`src/rtl/cp0_param_if.sv`:
```
// CP0 access bundle between the MEM stage (master) and the coprocessor (slave).
// Carries MTC0/MFC0 traffic, exception/interrupt inputs and the redirect outputs.
interface cp0_param_if #(
   parameter int NUM_HWINT = 6
);
   logic                 we;
   logic [4:0]           rd_addr;
   logic [4:0]           wr_addr;
   logic [31:0]          din;
   logic [31:0]          dout;
   logic [31:0]          pc;
   logic                 bd;
   logic [4:0]           exc_code_in;
   logic [NUM_HWINT-1:0] hw_int;
   logic                 exl_clr;
   logic                 req;
   logic [31:0]          epc_out;

   modport master (
      output we, rd_addr, wr_addr, din, pc, bd, exc_code_in, hw_int, exl_clr,
      input  dout, req, epc_out
   );

   modport slave (
      input  we, rd_addr, wr_addr, din, pc, bd, exc_code_in, hw_int, exl_clr,
      output dout, req, epc_out
   );
endinterface

```
`src/rtl/cp0_param.sv`:
```
// Parametrised System Control Coprocessor (CP0) for the MEM stage.
// Holds SR, Cause, EPC and PRId, arbitrates hardware interrupts against
// pipeline exceptions and raises a single take-exception request.
// NUM_HWINT must be 1..6 and match the interface width; INT_SYNC_STAGES 0..2.
// Optional Count/Compare timer is enabled by defining CP0_TIMER_EN.
module cp0_param #(
   parameter int          NUM_HWINT       = 6,
   parameter int          INT_SYNC_STAGES = 0,
   parameter logic [31:0] PRID            = 32'h0000_4C50
) (
   input  logic           clk,
   input  logic           reset,
   cp0_param_if.slave     bus
);
   localparam logic [4:0] REG_COUNT   = 5'd9;
   localparam logic [4:0] REG_COMPARE = 5'd11;
   localparam logic [4:0] REG_SR      = 5'd12;
   localparam logic [4:0] REG_CAUSE   = 5'd13;
   localparam logic [4:0] REG_EPC     = 5'd14;
   localparam logic [4:0] REG_PRID    = 5'd15;

   logic [NUM_HWINT-1:0] im_reg;
   logic                 exl_reg;
   logic                 ie_reg;
   logic                 bd_reg;
   logic [4:0]           exc_code_reg;
   logic [31:0]          epc_reg;

   logic [NUM_HWINT-1:0] ip_hw;
   logic [NUM_HWINT-1:0] ip_eff;
   logic                 ti_eff;
   logic [31:0]          count_val;
   logic [31:0]          compare_val;
   logic                 int_pend;
   logic                 exc_pend;
   logic                 take_req;
   logic                 mtc0_ok;
   logic [31:0]          pc_al;
   logic [31:0]          din_al;

   assign pc_al   = {bus.pc[31:2], 2'b00};
   assign din_al  = {bus.din[31:2], 2'b00};

   // ---------------------------------------------------------------------
   // Interrupt input synchronizer: 0 stages passes hw_int straight through.
   // ---------------------------------------------------------------------
   generate
      if (INT_SYNC_STAGES == 0) begin : g_nosync
         assign ip_hw = bus.hw_int;
      end else begin : g_sync
         logic [INT_SYNC_STAGES*NUM_HWINT-1:0] sync_reg;
         logic [INT_SYNC_STAGES*NUM_HWINT-1:0] sync_next;

         assign sync_next[NUM_HWINT-1:0] = bus.hw_int;
         for (genvar gi = 1; gi < INT_SYNC_STAGES; gi++) begin : g_stage
            assign sync_next[gi*NUM_HWINT +: NUM_HWINT] =
               sync_reg[(gi-1)*NUM_HWINT +: NUM_HWINT];
         end

         // Shift the interrupt lines one stage per cycle.
         always_ff @(posedge clk) begin
            if (reset) begin
               sync_reg <= '0;
            end else begin
               sync_reg <= sync_next;
            end
         end

         assign ip_hw = sync_reg[(INT_SYNC_STAGES-1)*NUM_HWINT +: NUM_HWINT];
      end
   endgenerate

   // ---------------------------------------------------------------------
   // Optional Count/Compare timer.
   // ---------------------------------------------------------------------
`ifdef CP0_TIMER_EN
   logic [31:0] count_reg;
   logic [31:0] compare_reg;
   logic        ti_reg;

   // TI is visible in the same cycle the match happens, then held sticky.
   assign ti_eff      = ti_reg | ((count_reg == compare_reg) && (compare_reg != 32'd0));
   assign count_val   = count_reg;
   assign compare_val = compare_reg;

   // Free-running counter, Compare register and sticky timer interrupt.
   always_ff @(posedge clk) begin
      if (reset) begin
         count_reg   <= 32'd0;
         compare_reg <= 32'd0;
         ti_reg      <= 1'b0;
      end else begin
         if (mtc0_ok && bus.wr_addr == REG_COUNT) begin
            count_reg <= bus.din;
         end else begin
            count_reg <= count_reg + 32'd1;
         end
         if (mtc0_ok && bus.wr_addr == REG_COMPARE) begin
            compare_reg <= bus.din;
            ti_reg      <= 1'b0;
         end else begin
            ti_reg      <= ti_eff;
         end
      end
   end
`else
   assign ti_eff      = 1'b0;
   assign count_val   = 32'd0;
   assign compare_val = 32'd0;
`endif

   // Merge timer interrupt into the highest hardware interrupt line.
   always_comb begin
      ip_eff                = ip_hw;
      ip_eff[NUM_HWINT-1]   = ip_hw[NUM_HWINT-1] | ti_eff;
   end

   // ---------------------------------------------------------------------
   // Arbitration: interrupts win over exceptions; EXL masks both.
   // ---------------------------------------------------------------------
   assign int_pend = (|(ip_eff & im_reg)) & ie_reg & ~exl_reg;
   assign exc_pend = (bus.exc_code_in != 5'd0) & ~exl_reg;
   assign take_req = int_pend | exc_pend;
   assign mtc0_ok  = bus.we & ~take_req;
   assign bus.req  = take_req;

   // EPC forwarding lets an ERET right behind MTC0 EPC use the new value.
   assign bus.epc_out = (mtc0_ok && bus.wr_addr == REG_EPC) ? din_al : epc_reg;

   // Architectural state update: exception entry, MTC0 writes, ERET clear.
   always_ff @(posedge clk) begin
      if (reset) begin
         im_reg       <= '0;
         exl_reg      <= 1'b0;
         ie_reg       <= 1'b0;
         bd_reg       <= 1'b0;
         exc_code_reg <= 5'd0;
         epc_reg      <= 32'd0;
      end else if (take_req) begin
         exl_reg      <= 1'b1;
         bd_reg       <= bus.bd;
         exc_code_reg <= int_pend ? 5'd0 : bus.exc_code_in;
         epc_reg      <= bus.bd ? (pc_al - 32'd4) : pc_al;
      end else begin
         if (bus.we && bus.wr_addr == REG_SR) begin
            im_reg  <= bus.din[10 +: NUM_HWINT];
            exl_reg <= bus.din[1];
            ie_reg  <= bus.din[0];
         end
         if (bus.we && bus.wr_addr == REG_EPC) begin
            epc_reg <= din_al;
         end
         // ERET clear takes precedence over an EXL value written by MTC0.
         if (bus.exl_clr) begin
            exl_reg <= 1'b0;
         end
      end
   end

   // MFC0 read mux over the pre-edge register state.
   always_comb begin
      logic [31:0] sr_val;
      logic [31:0] cause_val;
      sr_val                        = 32'd0;
      sr_val[10 +: NUM_HWINT]       = im_reg;
      sr_val[1]                     = exl_reg;
      sr_val[0]                     = ie_reg;
      cause_val                     = 32'd0;
      cause_val[31]                 = bd_reg;
      cause_val[30]                 = ti_eff;
      cause_val[10 +: NUM_HWINT]    = ip_eff;
      cause_val[6:2]                = exc_code_reg;
      case (bus.rd_addr)
         REG_COUNT:   bus.dout = count_val;
         REG_COMPARE: bus.dout = compare_val;
         REG_SR:      bus.dout = sr_val;
         REG_CAUSE:   bus.dout = cause_val;
         REG_EPC:     bus.dout = epc_reg;
         REG_PRID:    bus.dout = PRID;
         default:     bus.dout = 32'd0;
      endcase
   end
endmodule

```
`src/flat_wrapper.sv`:
```
// flat-port wrapper written by rule: the top's interface ports become plain ports
module cp0_param_flat 
#(
   parameter int          NUM_HWINT       = 6,
   parameter int          INT_SYNC_STAGES = 0,
   parameter logic [31:0] PRID            = 32'h0000_4C50
)
  (clk, reset, bus_we, bus_rd_addr, bus_wr_addr, bus_din, bus_pc, bus_bd, bus_exc_code_in, bus_hw_int, bus_exl_clr, bus_dout, bus_req, bus_epc_out);
  cp0_param_if #(.NUM_HWINT(NUM_HWINT)) bus_i ();
  input  logic clk;
  input  logic reset;
  input wire logic [$bits(bus_i.we)-1:0] bus_we;
  input wire logic [$bits(bus_i.rd_addr)-1:0] bus_rd_addr;
  input wire logic [$bits(bus_i.wr_addr)-1:0] bus_wr_addr;
  input wire logic [$bits(bus_i.din)-1:0] bus_din;
  input wire logic [$bits(bus_i.pc)-1:0] bus_pc;
  input wire logic [$bits(bus_i.bd)-1:0] bus_bd;
  input wire logic [$bits(bus_i.exc_code_in)-1:0] bus_exc_code_in;
  input wire logic [$bits(bus_i.hw_int)-1:0] bus_hw_int;
  input wire logic [$bits(bus_i.exl_clr)-1:0] bus_exl_clr;
  output wire logic [$bits(bus_i.dout)-1:0] bus_dout;
  output wire logic [$bits(bus_i.req)-1:0] bus_req;
  output wire logic [$bits(bus_i.epc_out)-1:0] bus_epc_out;
  assign bus_i.we = bus_we;
  assign bus_i.rd_addr = bus_rd_addr;
  assign bus_i.wr_addr = bus_wr_addr;
  assign bus_i.din = bus_din;
  assign bus_i.pc = bus_pc;
  assign bus_i.bd = bus_bd;
  assign bus_i.exc_code_in = bus_exc_code_in;
  assign bus_i.hw_int = bus_hw_int;
  assign bus_i.exl_clr = bus_exl_clr;
  assign bus_dout = bus_i.dout;
  assign bus_req = bus_i.req;
  assign bus_epc_out = bus_i.epc_out;
  cp0_param #(.NUM_HWINT(NUM_HWINT), .INT_SYNC_STAGES(INT_SYNC_STAGES), .PRID(PRID)) u_core (.clk(clk), .reset(reset), .bus(bus_i));
endmodule
```
`config.mk`:
```
export PLATFORM = sky130hd
export DESIGN_NAME = cp0_param_flat
export DESIGN_NICKNAME = d
export VERILOG_FILES = /design/src/rtl/cp0_param_if.sv /design/src/rtl/cp0_param.sv /design/src/flat_wrapper.sv
export SDC_FILE = /design/constraint.sdc
export NUM_CORES = 1
export LEC_CHECK = 0
export CAP_MARGIN = 0
export CORE_UTILIZATION = 44
export CTS_BUF_LIST = sky130_fd_sc_hd__clkbuf_16
export CTS_CLUSTER_SIZE = 10
export DETAILED_ROUTE_END_ITERATION = 16
export GPL_ROUTABILITY_DRIVEN = 1
export PLACE_DENSITY = 0.78
export SYNTH_ARGS = -nofsm -noshare
export SYNTH_HDL_FRONTEND = slang
export SYNTH_SLANG_ARGS = --single-unit
```
`constraint.sdc`:
```
create_clock -name clk -period 3.38 [get_ports clk]
set_clock_uncertainty 0.05 [all_clocks]
set_input_delay 0.676 -clock clk [delete_from_list [all_inputs] [get_ports clk]]
set_output_delay 0.676 -clock clk [all_outputs]
set_load 0.03 [all_outputs]
```
==> results by group <==
Final layout
  – ANT cells: 0
  – Post-route cell area: 0.005627 mm2
  – Area grow syn2layout: 51.67%
  – Fillcell total: 644
  – Max FFs per register: 30
  – Share of cells above drive strength 1: 0.2395
  – Nets: 683

Setup path
  – CP startpoint kind: input pin
  – Arrival time worst endpoint: 2.59 ns
  – Slowest cell on crit path: or4_4
  – CP Capture Type: primary output
  – Most used cell, CP: buf_6
  – Worst setup path category: input pin to primary output
  – Reg2reg end: u_core.epc_reg[17]
  – Reg2reg path depth: 7
  – Data required time of the worst path: 2.65 ns
  – CP Cell Sequence: dlygate4sd2_1 > or4_4 > o21ba_4 > nor3_4 > buf_6 > buf_16 > mux2_2 > buf_6
  – RR Startpoint: u_core.im_reg[4]
  – CP max stage delay: 0.49 ns
  – Critical-path maximum fanout: 6
  – R2r setup slk: 1.52 ns

Yosys
  – Register bit count reported by yosys: 44
  – Synth top area share: 0.2374
  – Most common cell in the netlist: dfxtp_1
  – Post-Syn Area: 0.003710 mm2
  – Main synth FF type: dfxtp_1
  – Mapped Avg Cell Area: 8.318 um2
  – Cell variety after synth: 57
  – Sequential share of the synthesized area: 0.2374
  – Area contributors post-synth: dfxtp_1 (24%), mux2_2 (7.9%), mux2i_1 (6.7%), o31ai_1 (5.5%), a211oi_1 (4.9%)
  – Post-synth top cells: dfxtp_1 (44), clkbuf_1 (33), o31ai_1 (27), mux2_2 (26)
  – Gate Count Post-Synth: 446
  – Synth Warn #: 0
  – Post-synth EDFFs: 0
  – Post-synth ARST share: 0
  – Top cell type by total area after synthesis: dfxtp_1

Floorplanning
  – Die Y: 93.82 um
  – I/O pin count: 155
  – Initial core utilization: 0.4538
  – Row cnt: 33
  – Core ar.: 0.008175 mm2
  – Die ar.: 0.008802 mm2
  – DIE WIDTH: 93.82 um

STA
  – Crit share post-route: 0.9806
  – Worst Hold Slack: 0.4336 ns
  – Setup violations, final: 0
  – Worst Max-Slew Pin Slew: 0.5314 ns
  – Final Max Slew Viols: 0
  – Min Tclk post-route: 3.314 ns
  – Rel. slew slack: 0.6366
  – F_max: 301.7 MHz
  – Final Hold Violating Endpoints: 0

Pwr
  – Design Power: 1.633 mW
  – Peak VDD IR: 0.1977 mV
  – Power per cell area: 290.2 mW/mm2
  – Leak pwr: 2.173 nW

Global route
  – Number of global-route vias before repair: 4138
  – Global route overflow: 0
  – First-pass GRT wire length: 20760 um
  – Largest net degree at the start of global routing: 48
  – Gr usage total: 0.2990
  – Antenna violations before repair: 0

Flow run
  – # Max-Cap Violations: 0

Worst hold path
  – Worst hold endpoint: u_core.bd_reg
  – Hold Crit Depth: 2
  – Hold path start: u_core.bd_reg
  – Hold Path Class: flip-flop to flip-flop

CTS
  – # H-tree levels: 2
  – CTS clock-pin slew for the worst setup and hold paths: 0.06 ns
  – TritonCTS Buffers: 5
  – Clk buf depth: 2
  – CTS root buf: clkbuf_16
  – CTS tree: built
  – Sink Count: 44
  – Worst-Skew Late Latency: 0.28 ns

Route
  – TritonRoute pass-1 iters: 7
  – Routed Antenna Nets: 0
  – Wire per inst: 18.88 um
  – Vias: 4351
  – Drt via density: 6.234
  – DR DRC count: 0
  – Met1 WL: 5554 um
  – Met2 routed WL: 6305 um
  – Wirelength, routed: 13180 um
  – Met3 wire len: 932 um
  – Uppermost layer routed: met4
  – Initial DRC count: 360

Outcome
  – Status: finished, final reports clean

Placed design
  – Instance area at placement: 0.005300 mm2
  – Port Buffers: 150
  – Dpl hpwl: 9858 um
  – Final Wtd Congestion: 0.9310
==> final cells by class <==
cell class	instances	area [um2]	area share
clock buffers	5	125.1	0.02224
clock inverters	3	11.26	0.002001
inverters	8	30.03	0.005337
multi-input cells	349	2713	0.4821
flip-flops and latches	44	880.8	0.1565
well taps	105	131.4	0.02335
repair buffers	184	1735	0.3084
==> worst max-delay path: cells and delay by family <==
| family | cells | cell delay [ns] |
|---|---|---|
| AOI/OAI and AO/OA | 1 | 0.25 |
| buffers and inverters | 4 | 0.69 |
| muxes | 1 | 0.33 |
| and+or+nand+nor | 2 | 0.64 |
==> through the flow <==
stage               setup TNS, ns  cells  worst slack, ns    util
floorplan                       0    447           0.2835       -
global placement           -19.80    685          -0.6655  0.6483
detailed placement         -21.79    685          -0.7575  0.6483
CTS                             0    698         0.009879  0.6844
global route             -0.01648    698        -0.005459  0.6882
finish                          0    698          0.06571  0.6882
==> kinds of logic after synthesis <==
group	Yosys count	synth area share
other	1	0.001011
buffers and inverters	54	0.06307
XOR/XNOR	7	0.01653
AND/OR/NAND/NOR	161	0.2725
adder cells (fa/ha/maj)	1	0.003372
AO/OA/AOI/OAI	123	0.2476
multiplexers	55	0.1585
flip-flops	44	0.2374
==> what timing repair did <==
item                                    4_1_cts  5_1_grt
pin swaps                                     3        3
hold buffers                                  0        0
buffers inserted                              3        0
resized for setup                           237        5
cloned                                        2        0
endpoints found under the setup margin       31       30
==> cells in the final DEF, fill, tap and decap left out, types with 8 or more instances in the layout <==
cell             count
a211oi_1            24
a21oi_1             11
a31oi_1             15
a41o_1              13
and2_1              19
buf_4               62
buf_6               28
clkdlybuf4s50_1     86
dfxtp_1             44
inv_1               10
mux2_2              11
mux2_4              16
mux2i_1             25
nand2_1              8
nand2b_1            17
nand4_1             21
nor2_1              25
nor3_1              11
o31ai_1             27
or4_1               12
==> per-layer routing <==
metal  vias up  track usage
li1       2042            -
met2       213       0.5049
met3        35      0.03155
met4         0       0.1154
met1      2061       0.3888
met5         -            0
==> power by group <==
part | leakage [nW] | internal [mW] | switching [mW]
Clock | 0.0738 | 0.266 | 0.195
Combinational | 1.74 | 0.282 | 0.292
Sequential | 0.365 | 0.560 | 0.0384
==> worst max-delay path by stage <==
stage / startpoint / endpoint / slack [ns] / cells after the start
final: bus_exc_code_in[3] / bus_epc_out[23] / 0.07 / 8
after global routing: bus_wr_addr[0] / bus_epc_out[25] / -0.005 / 8
after CTS: bus_exc_code_in[3] / bus_epc_out[27] / 0.01 / 8
after detailed placement: bus_exc_code_in[0] / bus_epc_out[21] / -0.76 / 7
after global placement: bus_exc_code_in[1] / bus_epc_out[22] / -0.67 / 7
after floorplan: bus_exc_code_in[1] / bus_epc_out[3] / 0.28 / 6
(Power assumes the default switching activity.)
